`src/rtl/bcd_disp_pkg.sv`:
```
// Shared seven-segment constants and BCD digit type for the scanned counter display.
package bcd_disp_pkg;

   typedef logic [3:0] bcd_digit_t;

   // Active-low segment codes, bit 7 = dp (kept dark), bits 6:0 = g..a
   localparam logic [7:0] SEG_0     = 8'hC0;
   localparam logic [7:0] SEG_1     = 8'hF9;
   localparam logic [7:0] SEG_2     = 8'hA4;
   localparam logic [7:0] SEG_3     = 8'hB0;
   localparam logic [7:0] SEG_4     = 8'h99;
   localparam logic [7:0] SEG_5     = 8'h92;
   localparam logic [7:0] SEG_6     = 8'h82;
   localparam logic [7:0] SEG_7     = 8'hF8;
   localparam logic [7:0] SEG_8     = 8'h80;
   localparam logic [7:0] SEG_9     = 8'h90;
   localparam logic [7:0] SEG_BLANK = 8'hFF;

   function automatic bcd_digit_t bcd_clamp(input bcd_digit_t d);
      return (d > 4'd9) ? 4'd9 : d;
   endfunction

endpackage

```
`src/rtl/seg7_bcd_decode.sv`:
```
// Combinational BCD digit to active-low seven-segment code; non-BCD inputs go dark.
module seg7_bcd_decode
   import bcd_disp_pkg::*;
(
   input  logic [3:0] digit,
   output logic [7:0] seg_n
);

   always_comb begin
      case (digit)
         4'd0:    seg_n = SEG_0;
         4'd1:    seg_n = SEG_1;
         4'd2:    seg_n = SEG_2;
         4'd3:    seg_n = SEG_3;
         4'd4:    seg_n = SEG_4;
         4'd5:    seg_n = SEG_5;
         4'd6:    seg_n = SEG_6;
         4'd7:    seg_n = SEG_7;
         4'd8:    seg_n = SEG_8;
         4'd9:    seg_n = SEG_9;
         default: seg_n = SEG_BLANK;
      endcase
   end

endmodule

```
`src/rtl/bcd_scan_counter.sv`:
```
// Prescaled up/down BCD counter with a multiplexed seven-segment scanner.
// Optional leading-zero blanking: define BCD_SCAN_LEADING_ZERO_BLANK_EN.
module bcd_scan_counter
   import bcd_disp_pkg::*;
#(
   parameter int DIGITS      = 4,
   parameter int TICK_DIV    = 50000000,
   parameter int REFRESH_DIV = 100000
) (
   input  logic                  clk,
   input  logic                  reset,
   input  logic                  enable,
   input  logic                  up_down,
   input  logic                  load,
   input  logic [4*DIGITS-1:0]   load_value,
   output logic [4*DIGITS-1:0]   bcd,
   output logic                  wrap,
   output logic [DIGITS-1:0]     anodes,
   output logic [7:0]            segments
);

   localparam int PRESC_W = (TICK_DIV > 1) ? $clog2(TICK_DIV) : 1;
   localparam int REFR_W  = (REFRESH_DIV > 1) ? $clog2(REFRESH_DIV) : 1;
   localparam int IDX_W   = (DIGITS > 1) ? $clog2(DIGITS) : 1;

   localparam logic [PRESC_W-1:0] PRESC_MAX = PRESC_W'(TICK_DIV - 1);
   localparam logic [REFR_W-1:0]  REFR_MAX  = REFR_W'(REFRESH_DIV - 1);
   localparam logic [IDX_W-1:0]   IDX_MAX   = IDX_W'(DIGITS - 1);
   localparam logic [DIGITS-1:0]  ANODE_RST = ~(DIGITS'(1));

   logic [PRESC_W-1:0]  presc_q, presc_d;
   logic [4*DIGITS-1:0] bcd_q, bcd_d;
   logic                wrap_q, wrap_d;
   logic [REFR_W-1:0]   refr_q, refr_d;
   logic [IDX_W-1:0]    idx_q, idx_d;
   logic [DIGITS-1:0]   anodes_q, anodes_d;
   logic [7:0]          segments_q, segments_d;

   logic                tick;
   logic                roll;
   logic [4*DIGITS-1:0] next_bcd;
   logic [4*DIGITS-1:0] load_clamped;
   bcd_digit_t          cur_digit;
   logic                sel_blank;
   logic [7:0]          dec_seg;

   assign tick = enable && (presc_q == PRESC_MAX);

   // Ripple decimal carry/borrow; roll survives the loop only on full wrap
   always_comb begin
      bcd_digit_t d;
      next_bcd = bcd_q;
      roll     = 1'b1;
      for (int unsigned i = 0; i < DIGITS; i++) begin
         d = bcd_q[4*i +: 4];
         if (roll) begin
            if (up_down) begin
               if (d >= 4'd9) begin
                  next_bcd[4*i +: 4] = 4'd0;
               end else begin
                  next_bcd[4*i +: 4] = d + 4'd1;
                  roll               = 1'b0;
               end
            end else begin
               if (d == 4'd0) begin
                  next_bcd[4*i +: 4] = 4'd9;
               end else begin
                  next_bcd[4*i +: 4] = d - 4'd1;
                  roll               = 1'b0;
               end
            end
         end
      end
   end

   always_comb begin
      load_clamped = '0;
      for (int unsigned i = 0; i < DIGITS; i++) begin
         load_clamped[4*i +: 4] = bcd_clamp(load_value[4*i +: 4]);
      end
   end

   always_comb begin
      presc_d = presc_q;
      bcd_d   = bcd_q;
      wrap_d  = 1'b0;
      if (load) begin
         bcd_d   = load_clamped;
         presc_d = '0;
      end else if (tick) begin
         bcd_d   = next_bcd;
         presc_d = '0;
         wrap_d  = roll;
      end else if (enable) begin
         presc_d = presc_q + PRESC_W'(1);
      end
   end

   always_comb begin
      refr_d = refr_q + REFR_W'(1);
      idx_d  = idx_q;
      if (refr_q == REFR_MAX) begin
         refr_d = '0;
         idx_d  = (idx_q == IDX_MAX) ? '0 : idx_q + IDX_W'(1);
      end
   end

`ifdef BCD_SCAN_LEADING_ZERO_BLANK_EN
   logic [DIGITS-1:0] lead_zero;

   // lead_zero[i]: digit i and everything above it are zero; digit 0 always shown
   always_comb begin
      lead_zero             = '0;
      lead_zero[DIGITS-1]   = (bcd_q[4*(DIGITS-1) +: 4] == 4'd0);
      for (int unsigned k = 2; k <= DIGITS; k++) begin
         lead_zero[DIGITS-k] = lead_zero[DIGITS-k+1] &&
                               (bcd_q[4*(DIGITS-k) +: 4] == 4'd0);
      end
      lead_zero[0] = 1'b0;
   end
`endif

   always_comb begin
      cur_digit = '0;
      sel_blank = 1'b0;
      anodes_d  = '1;
      for (int unsigned i = 0; i < DIGITS; i++) begin
         if (idx_q == IDX_W'(i)) begin
            cur_digit   = bcd_q[4*i +: 4];
            anodes_d[i] = 1'b0;
`ifdef BCD_SCAN_LEADING_ZERO_BLANK_EN
            sel_blank   = lead_zero[i];
`endif
         end
      end
   end

   seg7_bcd_decode u_decode (
      .digit (cur_digit),
      .seg_n (dec_seg)
   );

   assign segments_d = sel_blank ? SEG_BLANK : dec_seg;

   always_ff @(posedge clk or posedge reset) begin
      if (reset) begin
         presc_q    <= '0;
         bcd_q      <= '0;
         wrap_q     <= 1'b0;
         refr_q     <= '0;
         idx_q      <= '0;
         anodes_q   <= ANODE_RST;
         segments_q <= SEG_0;
      end else begin
         presc_q    <= presc_d;
         bcd_q      <= bcd_d;
         wrap_q     <= wrap_d;
         refr_q     <= refr_d;
         idx_q      <= idx_d;
         anodes_q   <= anodes_d;
         segments_q <= segments_d;
      end
   end

   assign bcd      = bcd_q;
   assign wrap     = wrap_q;
   assign anodes   = anodes_q;
   assign segments = segments_q;

endmodule

```
`config.mk`:
```
export PLATFORM = sky130hd
export DESIGN_NAME = bcd_scan_counter
export DESIGN_NICKNAME = d
export VERILOG_FILES = /design/src/rtl/bcd_disp_pkg.sv /design/src/rtl/seg7_bcd_decode.sv /design/src/rtl/bcd_scan_counter.sv
export SDC_FILE = /design/constraint.sdc
export NUM_CORES = 1
export LEC_CHECK = 0
export ABC_CLOCK_PERIOD_IN_PS = 2800
export CAP_MARGIN = 20
export CELL_PAD_IN_SITES_DETAIL_PLACEMENT = 2
export CELL_PAD_IN_SITES_GLOBAL_PLACEMENT = 2
export CORE_AREA = 2 2 123 125
export CTS_BUF_LIST = sky130_fd_sc_hd__clkbuf_16
export DETAILED_ROUTE_END_ITERATION = 8
export DIE_AREA = 0 0 125 127
export PLACE_DENSITY_LB_ADDON = 0.2
export SLEW_MARGIN = 0
export SYNTH_ARGS = -nofsm -noshare
export SYNTH_HDL_FRONTEND = slang
export SYNTH_SLANG_ARGS = --single-unit
```
`constraint.sdc`:
```
create_clock -name clk -period 2.8 [get_ports clk]
set_clock_uncertainty 0.15 [all_clocks]
set_input_delay 0.7 -clock clk [delete_from_list [all_inputs] [get_ports clk]]
set_output_delay 0.7 -clock clk [all_outputs]
set_load 0.01 [all_outputs]
```
==> results.txt, run 1 <==
layout cell share with drive strength beyond 1 - 0.139
most instantiated cells after synthesis - 69 x dfrtp_1, 54 x nor2_1, 29 x inv_1, 27 x a21oi_1, 25 x nand3_1
worst-margin pin slew - 0.540 ns
Synth cell types - 74
via count - 3,995
Post-Route WL - 13,600 um
worst-skew pair later-pin latency - 0.34 ns
hold path depth - 1
maximum root-to-sink buffer count - 2
Min-Delay Path Class - reg -> reg
Post-synth EDFFs - 0
RR Endpoint - bcd[14]$_DFFE_PP0P_
clk slew on worst S/H paths - 0.06 ns
H-tree depth - 3
largest net degree at the start of global routing - 44
Final Cell Area - 5810 um^2
final hold vios - 0
Seq/Total Area, Yosys - 0.388
Final period util - 0.944
ys flop type - dfrtp_1
VDD IR-drop max - 0.263 mV
fin cells - 752
# IOs - 50
Yosys top cell by area - dfrtp_1
Buffers on Ports - 48
CP startpoint kind - flop
min Tclk post-route - 2.64 ns
post-CTS sizing - 0
Pins Over Slew Limit - 0
DRC errors left - 0
#FFs+latches synth - 73
Root Buffer - clkbuf_16
Syn Area/Cell - 9.53 um^2
area share of the largest cell type after synthesis - 0.365
total CTS buffers - 9
r2r worst-path depth - 7
leak pwr - 2.45 nW
synth warn - 0
GR Util All Layers - 0.183
final setup margin - 0.156 ns
Placement Setup Slack - -0.166 ns
Die Area - 15,900 um^2
hold_buf cts - 0
Synth Instances - 496
overflow left after global routing - 0
kind of critical path - reg -> reg
power per cell area - 487 nW/um^2
Floorplan Core Area - 14,400 um^2
syn_nets - 541
reg2reg start - bcd[1]$_DFFE_PP0P_
CP endpoint kind - flop
vias in the first global route - 4,530
via/cell ratio - 5.31
Final Setup Violations - 0
Routed Antenna Nets - 0
Inst Count DP - 736
count leader, synth - dfrtp_1
postcts setup bufs - 0
max-cap violations - 0
largest fanout on the critical path - 7
Hold EP - refr_q[0]$_DFF_PP0_
Die H - 127 um
diode count - 0
first-pass GRT wire length - 23,600 um
R2R Setup Slk - 0.16 ns
Post-Syn Area - 4730 um^2
ys async rst share - 1.00
WL/cell - 18.1 um
slew margin rel. - 0.636
status - finished, final reports clean
clock sink count - 73
CP Data Arrival Time - 2.72 ns
Initial DRT Pass Iterations - 4
Placed Area - 5550 um^2
Worst EP required - 2.88 ns
setup tns final - 0 ns
Final #Nets - 608
Final HPWL DP - 10,000 um
row count - 44
Die Wd - 125 um
Area Overhead vs Synth - 22.9%
RSZ-0062 raised after global routing - false
Hold Crit Start - refr_q[0]$_DFF_PP0_
Fmax - 378 MHz
CTS tree - yes
initial antenna violation count - 0
Fill cells - 1,561
initial drt markers - 144
placer congestion estimate - 0.830
Starting Density - 0.328
Synth area leaders - dfrtp_1 37%, ha_1 6.4%, nor2_1 4.3%
-- sequential cells by signal, indices dropped and copies added, names as in the netlist --
name / flops
refr_q: 17
anodes: 4
segments: 7
wrap: 1
idx_q: 2
presc_q: 26
bcd: 16
-- metal layers --
metal  track usage  up-vias  share of wire
met5             0        -              0
met3        0.0276       19          0.021
met1         0.218     2026           0.44
met4        0.0660        0          0.022
li1              -     1906              -
met2         0.336       44           0.52
-- layout by cell type (no fill, tap or decap), types with 8 or more instances in the layout --
cell and instances:
nand4_1 9, xnor2_1 23, xor2_1 15, nand3_1 25
o31ai_1 8, buf_4 27, clkdlybuf4s50_1 48, and3_1 9
mux2_2 8, a21oi_1 27, inv_1 29, nand2_1 24
ha_1 23, clkbuf_16 9, o21ai_0 19, dfrtp_1 69
nor3_1 13, nor2_1 54
-- stage by stage --
stage / util / power [W] / hold WS [ns]
final: 0.403 / 0.00283 / 0.341
after global routing: 0.403 / 0.00299 / 0.373
after global placement: 0.385 / 0.00180 / 0.318
after floorplan: - / 0.00156 / 0.305
after CTS: 0.403 / 0.00288 / 0.342
after detailed placement: 0.385 / 0.00182 / 0.334
-- worst max path at each step --
stage                             startpoint                  end  slack, ns  depth (start not counted)
final                     bcd[1]$_DFFE_PP0P_  bcd[14]$_DFFE_PP0P_       0.16                          7
after global routing      bcd[1]$_DFFE_PP0P_   bcd[4]$_DFFE_PP0P_       0.05                          8
after CTS                 bcd[1]$_DFFE_PP0P_  bcd[14]$_DFFE_PP0P_       0.08                          7
after detailed placement             up_down  bcd[14]$_DFFE_PP0P_      -0.17                          6
after global placement                enable  bcd[15]$_DFFE_PP0P_      -0.04                          6
after floorplan                        reset  anodes[0]$_DFF_PP0_       0.10                          1
-- power by group --
| part | internal [W] | switching [W] |
|---|---|---|
| combinational | 0.000312 | 0.000310 |
| clock | 0.000581 | 0.000445 |
| sequential | 0.00110 | 0.0000758 |
-- area by class of cell --
cell class	instances	area, um^2	share of cell area
Multi-Input combinational cell	373	2660	0.458
Clock inverter	7	28.8	0.00495
Inverter	29	109	0.0187
Clock buffer	9	225	0.0388
Tap cell	184	230	0.0396
Timing Repair Buffer	77	723	0.124
Sequential cell	73	1830	0.315
-- worst max-delay path: stages, from the launching register on --
cell and delay (ns):
dfrtp_1 0.44, inv_1 0.20, ha_2 0.31, nor3b_1 0.33
a22o_1 0.30, nand3_4 0.11, o31a_4 0.40, mux2_4 0.30
-- logic make-up after synthesis --
family	count (synthesis)	synth area share
multiplexers	20	0.0556
adder cells (fa/ha/maj)	24	0.0635
AO/OA/AOI/OAI	99	0.145
other	1	0.000794
flip-flops	73	0.388
AND/OR/NAND/NOR	191	0.228
XOR/XNOR	38	0.0704
buffers and inverters	50	0.0498
(Power assumes the default switching activity.)
==> run 2: changes to the inputs <==
--- a/config.mk
+++ b/config.mk
@@ -5,14 +5,14 @@
 export SDC_FILE = /design/constraint.sdc
 export NUM_CORES = 1
 export LEC_CHECK = 0
-export ABC_CLOCK_PERIOD_IN_PS = 2800
+export ABC_CLOCK_PERIOD_IN_PS = 2920
 export CAP_MARGIN = 20
 export CELL_PAD_IN_SITES_DETAIL_PLACEMENT = 2
 export CELL_PAD_IN_SITES_GLOBAL_PLACEMENT = 2
-export CORE_AREA = 2 2 123 125
+export CORE_AREA = 2 2 118 120
 export CTS_BUF_LIST = sky130_fd_sc_hd__clkbuf_16
 export DETAILED_ROUTE_END_ITERATION = 8
-export DIE_AREA = 0 0 125 127
+export DIE_AREA = 0 0 120 122
 export PLACE_DENSITY_LB_ADDON = 0.2
 export SLEW_MARGIN = 0
 export SYNTH_ARGS = -nofsm -noshare
==> constraint.sdc (replaced) <==
create_clock -name clk -period 2.92 [get_ports clk]
set_clock_uncertainty 0.15 [all_clocks]
set_input_delay 0.73 -clock clk [delete_from_list [all_inputs] [get_ports clk]]
set_output_delay 0.73 -clock clk [all_outputs]
set_load 0.01 [all_outputs]
==> run 2 against run 1 <==
Effect of this change:
- sequential share of layout area shrank 0.17 points
- final area grew 0.54%
- clock power grew 24%
- routed wire length shrank 2.3%
==> results.txt, run 2 (synthesis results as in run 1) <==
maximum root-to-sink buffer count - 2 (unchanged)
Largest register FFs - 26 (unchanged)
Final Setup Violations - 0 (unchanged)
slew margin rel. - 0.595 (-0.0409)
Inst Count DP - 728 (-1.1%)
clock sink count - 73 (unchanged)
postcts setup bufs - 0 (unchanged)
post-CTS sizing - 0 (unchanged)
met3 wire len - 267 um (-5.7%)
worst-margin pin slew - 0.607 ns (+0.0670 ns)
Worst EP required - 2.99 ns (+0.11 ns)
most frequent cells in the layout - 69 x dfrtp_1, 54 x nor2_1, 48 x clkdlybuf4s50_1
RSZ-0062 raised after global routing - false
overflow left after global routing - 0 (unchanged)
# IOs - 50 (unchanged)
max-cap violations - 0 (unchanged)
diode count - 0 (unchanged)
CP endpoint kind - flop
leak pwr - 2.47 nW (+0.57%)
Initial DRT Pass Iterations - 4 (unchanged)
status - finished, final reports clean
commonest non-fill, non-tap cell in the layout - dfrtp_1
vias in the first global route - 4,459 (-1.6%)
hold path depth - 1 (unchanged)
VDD IR-drop max - 0.280 mV (+6.4%)
most flop-heavy register - presc_q
first-pass GRT wire length - 22,900 um (-3.3%)
Final period util - 0.941
worst path cell trace - clkdlybuf4s50_1 > and4b_2 > and4_1 > nand3_4 > o31a_4 > mux2_4
Die Wd - 120 um (-4.0%)
initial antenna violation count - 0 (unchanged)
final hold vios - 0 (unchanged)
Final Core Density - 0.433 (+0.0297)
kind of critical path - in -> reg
largest fanout on the critical path - 10 (+3)
crit-path max cell delay - 0.63 ns (+0.19 ns)
Die H - 122 um (-3.9%)
Buf+Inv Stages, Crit Path - 1 (unchanged)
placer congestion estimate - 0.831 (+0.20%)
Final HPWL DP - 9950 um (-0.64%)
Final Cell Area - 5840 um^2 (+0.54%)
WL/cell - 17.9 um (-1.2%)
Area Overhead vs Synth - 23.6%
CTS tree - yes
Pins Over Slew Limit - 0 (unchanged)
CP Data Arrival Time - 2.82 ns (+0.10 ns)
power per cell area - 512 nW/um^2 (+5.3%)
Fmax - 364 MHz
GR Util All Layers - 0.196 (+0.0131)
CP startpoint kind - input pin
Starting Density - 0.350 (+0.0223)
r2r worst-path depth - 8 (+1)
Hold Crit Start - refr_q[0]$_DFF_PP0_
min Tclk post-route - 2.75 ns
Routed Antenna Nets - 0 (unchanged)
initial drt markers - 164 (+14%)
CP max stage cell - clkdlybuf4s50_1
Crit path max-delay family - simple AND/OR/NAND/NOR gates
top sig layer - met4
Final #Nets - 604 (-0.66%)
Min-Delay Path Class - reg -> reg
layout cell share with drive strength beyond 1 - 0.135 (-0.00433)
RR Endpoint - bcd[4]$_DFFE_PP0P_
Floorplan Core Area - 13,500 um^2 (-6.4%)
overall power after layout - 0.00299 W (+5.8%)
Placed Area - 5510 um^2 (-0.86%)
worst-skew pair later-pin latency - 0.34 ns (about the same)
Hold EP - refr_q[0]$_DFF_PP0_
via count - 3,971 (-0.60%)
via/cell ratio - 5.34 (+0.47%)
largest net degree at the start of global routing - 42 (-4.5%)
Root Buffer - clkbuf_16
Met2 Routed Length - 7010 um (-1.3%)
clk slew on worst S/H paths - 0.06 ns (about the same)
DRC errors left - 0 (unchanged)
total CTS buffers - 9 (unchanged)
Die Area - 14,600 um^2 (-7.8%)
R2R Setup Slk - 0.31 ns (+0.15 ns)
Buffers on Ports - 48 (unchanged)
H-tree depth - 3 (unchanged)
hold_buf cts - 0 (unchanged)
Post-Route WL - 13,300 um (-2.3%)
fin cells - 744 (-1.1%)
WL met1 - 5910 um (-0.47%)
row count - 43 (-2.3%)
reg2reg start - bcd[1]$_DFFE_PP0P_
run 2: changes by cell type in the layout (fill, tap and decap cells not counted):
| cell | previous run | this run |
|---|---|---|
| clkinv_2 | 2 | 0 |
| ha_1 | 23 | 24 |
| clkinv_4 | 0 | 1 |
| bufinv_16 | 0 | 3 |
| clkinv_1 | 4 | 2 |
| buf_12 | 2 | 1 |
| ha_2 | 1 | 0 |
| buf_4 | 27 | 24 |
run 2: cell type report:
cell class / instances / area [um^2]
clock buffer: 9 / 225
sequential: 73 / 1830
clock inverter: 7 / 110
timing repair buffer: 73 / 681
tap: 180 / 225
fill: 1436 / 7660
multi-input combinational: 373 / 2660
inverter: 29 / 109
run 2: metal layers:
metal	track usage	up-vias
met1	0.238	2036
met2	0.359	32
li1	-	1894
met4	0.0500	0
met5	0	-
met3	0.0346	9
run 2: power breakdown:
part           leakage [nW]  internal [W]  switching [W]
Combinational          1.35      0.000294       0.000292
Sequential            0.951       0.00106      0.0000693
Clock                 0.166      0.000828       0.000451
run 2: how the worst max path moves through the flow:
stage	slack, ns	startpoint	to	cells past startpoint
5_1_grt	0.08	enable	bcd[15]$_DFFE_PP0P_	6
3_3_place_gp	-0.11	enable	bcd[13]$_DFFE_PP0P_	6
4_1_cts	0.17	enable	bcd[15]$_DFFE_PP0P_	6
6_report	0.17	enable	bcd[15]$_DFFE_PP0P_	6
2_1_floorplan	0.19	reset	anodes[0]$_DFF_PP0_	1
3_5_place_dp	-0.19	enable	bcd[15]$_DFFE_PP0P_	6
run 2: worst reg2reg max path: cells and delay by family (launching register included):
family                   cells  cell delay [ns]
AND/OR/NAND/NOR              2             0.55
AO/OA/AOI/OAI                2             0.44
flip-flops                   1             0.43
multiplexers                 1             0.33
adder cells (fa/ha/maj)      1             0.32
buffers and inverters        2             0.31
run 2: per-stage QoR:
stage | hold slack (ns) | worst slack [ns] | setup TNS, ns
finish | 0.345 | 0.173 | 0
global route | 0.377 | 0.0802 | 0
CTS | 0.346 | 0.172 | 0
detailed placement | 0.337 | -0.189 | -0.843
global placement | 0.321 | -0.113 | -0.395
floorplan | 0.305 | 0.193 | 0
==> run 3: changes to the inputs <==
--- a/config.mk
+++ b/config.mk
@@ -5,14 +5,14 @@
 export SDC_FILE = /design/constraint.sdc
 export NUM_CORES = 1
 export LEC_CHECK = 0
-export ABC_CLOCK_PERIOD_IN_PS = 2920
+export ABC_CLOCK_PERIOD_IN_PS = 3100
 export CAP_MARGIN = 20
 export CELL_PAD_IN_SITES_DETAIL_PLACEMENT = 2
 export CELL_PAD_IN_SITES_GLOBAL_PLACEMENT = 2
-export CORE_AREA = 2 2 118 120
+export CORE_AREA = 8 8 124 126
 export CTS_BUF_LIST = sky130_fd_sc_hd__clkbuf_16
 export DETAILED_ROUTE_END_ITERATION = 8
-export DIE_AREA = 0 0 120 122
+export DIE_AREA = 0 0 132 134
 export PLACE_DENSITY_LB_ADDON = 0.2
 export SLEW_MARGIN = 0
 export SYNTH_ARGS = -nofsm -noshare
==> constraint.sdc (replaced) <==
create_clock -name clk -period 3.1 [get_ports clk]
set_clock_uncertainty 0.15 [all_clocks]
set_input_delay 0.775 -clock clk [delete_from_list [all_inputs] [get_ports clk]]
set_output_delay 0.775 -clock clk [all_outputs]
set_load 0.01 [all_outputs]
==> run 3 against run 2 <==
Effect of this change:
- first-iteration DRC count fell by 38%
- combinational power down 8.4%
- hold slack gained 0.0029 ns
- sequential power is 4% lower
- flip-flop and latch count unchanged
- clock-buffer cell count did not move
- die area up 21%
- setup slack improved by 0.15 ns
- routed wire length up 5.6%
==> results.txt, run 3 (synthesis results as in run 1) <==
# IOs - 50 (unchanged)
postcts setup bufs - 0 (unchanged)
Final Setup Violations - 0 (unchanged)
Die H - 134 um (+9.8%)
top sig layer - met4
CP endpoint kind - flop
Pins Over Slew Limit - 0 (unchanged)
Min-Delay Path Class - reg -> reg
area of the multi-input gates - 2660 um^2 (unchanged)
slew margin rel. - 0.538 (-0.0567)
DRC errors left - 0 (unchanged)
placer congestion estimate - 0.803 (-3.4%)
Largest register FFs - 26 (unchanged)
post-CTS sizing - 0 (unchanged)
worst-margin pin slew - 0.692 ns (+0.0851 ns)
final setup margin - 0.326 ns (+0.154 ns)
Placed Area - 5460 um^2 (-0.86%)
Placement Setup Slack - 0.0420 ns (+0.231 ns)
met3 wire len - 270 um (+1.1%)
worst-skew pair later-pin latency - 0.34 ns (about the same)
Final HPWL DP - 10,500 um (+5.5%)
kind of critical path - reg -> reg
Die Wd - 132 um (+10%)
most flop-heavy register - presc_q
crit-path max cell delay - 0.49 ns (-0.14 ns)
vias in the first global route - 4,482 (+0.52%)
initial antenna violation count - 0 (unchanged)
final hold vios - 0 (unchanged)
clk slew on worst S/H paths - 0.06 ns (about the same)
leak pwr - 2.43 nW (-1.5%)
WL/cell - 19.1 um (+6.7%)
initial drt markers - 102 (-38%)
via count - 3,952 (-0.48%)
Buffers on Ports - 48 (unchanged)
clock sink count - 73 (unchanged)
overflow left after global routing - 0 (unchanged)
commonest non-fill, non-tap cell in the layout - dfrtp_1
Die Area - 17,700 um^2 (+21%)
hold path depth - 1 (unchanged)
Floorplan Core Area - 13,500 um^2 (unchanged)
Routed Antenna Nets - 0 (unchanged)
Starting Density - 0.350 (unchanged)
WL met1 - 5940 um (+0.44%)
Met2 Routed Length - 7440 um (+6.1%)
VDD IR-drop max - 0.208 mV (-26%)
RSZ-0062 raised after global routing - false
Post-Route WL - 14,100 um (+5.6%)
layout cell share with drive strength beyond 1 - 0.124 (-0.0107)
Fill cells - 1,444 (+0.56%)
CP max stage cell - or3b_1
power per cell area - 487 nW/um^2 (-5.1%)
Root Buffer - clkbuf_16
maximum root-to-sink buffer count - 2 (unchanged)
H-tree depth - 3 (unchanged)
row count - 43 (unchanged)
setup tns final - 0 ns (unchanged)
hold_buf cts - 0 (unchanged)
Initial DRT Pass Iterations - 4 (unchanged)
Final period util - 0.895
status - finished, final reports clean
r2r worst-path depth - 8 (unchanged)
largest fanout on the critical path - 8 (-2)
most frequent cells in the layout - 69 x dfrtp_1, 54 x nor2_1, 48 x clkdlybuf4s50_1
total CTS buffers - 9 (unchanged)
Final #Nets - 596 (-1.3%)
CP Data Arrival Time - 2.89 ns (+0.07 ns)
GR Util All Layers - 0.164 (-0.0320)
via/cell ratio - 5.37 (+0.60%)
largest net degree at the start of global routing - 37 (-12%)
diode count - 0 (unchanged)
CTS tree - yes
CP startpoint kind - flop
Area Overhead vs Synth - 22.6%
Seq. cell area - 1830 um^2 (unchanged)
Fmax - 361 MHz
min Tclk post-route - 2.77 ns
first-pass GRT wire length - 23,500 um (+2.7%)
Worst EP required - 3.21 ns (+0.22 ns)
max-cap violations - 0 (unchanged)
Final Cell Area - 5790 um^2 (-0.81%)
worst path cell trace - inv_1 > ha_1 > or3b_1 > a22o_1 > nand3_4 > buf_4 > mux2_2 > o21ai_0
[run 3: worst max-delay path: cells and delay by family (launching register included)]
family	cells	cell delay, ns
AO/OA/AOI/OAI	2	0.46
adder cells (fa/ha/maj)	1	0.33
buffers and inverters	2	0.36
flip-flops	1	0.47
multiplexers	1	0.33
AND/OR/NAND/NOR	2	0.59
[run 3: cell type report]
class	count	share of cell area
multi-input cells	373	0.459
flip-flops and latches	73	0.316
repair buffers	65	0.109
clock buffers	9	0.0389
well taps	180	0.0389
clock inverters	7	0.0190
inverters	29	0.0188
[run 3: worst paths after layout]
check                      slack [ns]                     end                 from
setup / recovery                 0.33      bcd[7]$_DFFE_PP0P_   bcd[0]$_DFFE_PP0P_
hold / removal                   0.35     refr_q[0]$_DFF_PP0_  refr_q[0]$_DFF_PP0_
setup reg to reg                 0.33      bcd[7]$_DFFE_PP0P_   bcd[0]$_DFFE_PP0P_
hold reg to reg                  0.35     refr_q[0]$_DFF_PP0_  refr_q[0]$_DFF_PP0_
max in group asynchronous        1.54  presc_q[4]$_DFFE_PP0P_                reset
min in group asynchronous        0.69     refr_q[8]$_DFF_PP0_                reset
[run 3: per-layer routing]
metal,GRT usage,vias to the layer above
li1,-,1883
met3,0.0262,25
met2,0.302,42
met5,0,-
met4,0.0823,0
met1,0.180,2002
[run 3: power breakdown]
part / switching (W) / internal, W / total [W]
clock: 0.000423 / 0.000779 / 0.00120
combinational: 0.000269 / 0.000268 / 0.000537
sequential: 0.0000822 / 0.000997 / 0.00108
[run 3: metrics by stage]
| stage | hold WS, ns | std cells | util | power (W) |
|---|---|---|---|---|
| 2_1_floorplan | 0.305 | 496 | - | 0.00140 |
| 3_3_place_gp | 0.332 | 720 | 0.404 | 0.00161 |
| 3_5_place_dp | 0.349 | 720 | 0.404 | 0.00164 |
| 4_1_cts | 0.357 | 736 | 0.429 | 0.00287 |
| 5_1_grt | 0.380 | 736 | 0.429 | 0.00294 |
| 6_report | 0.348 | 736 | 0.429 | 0.00282 |
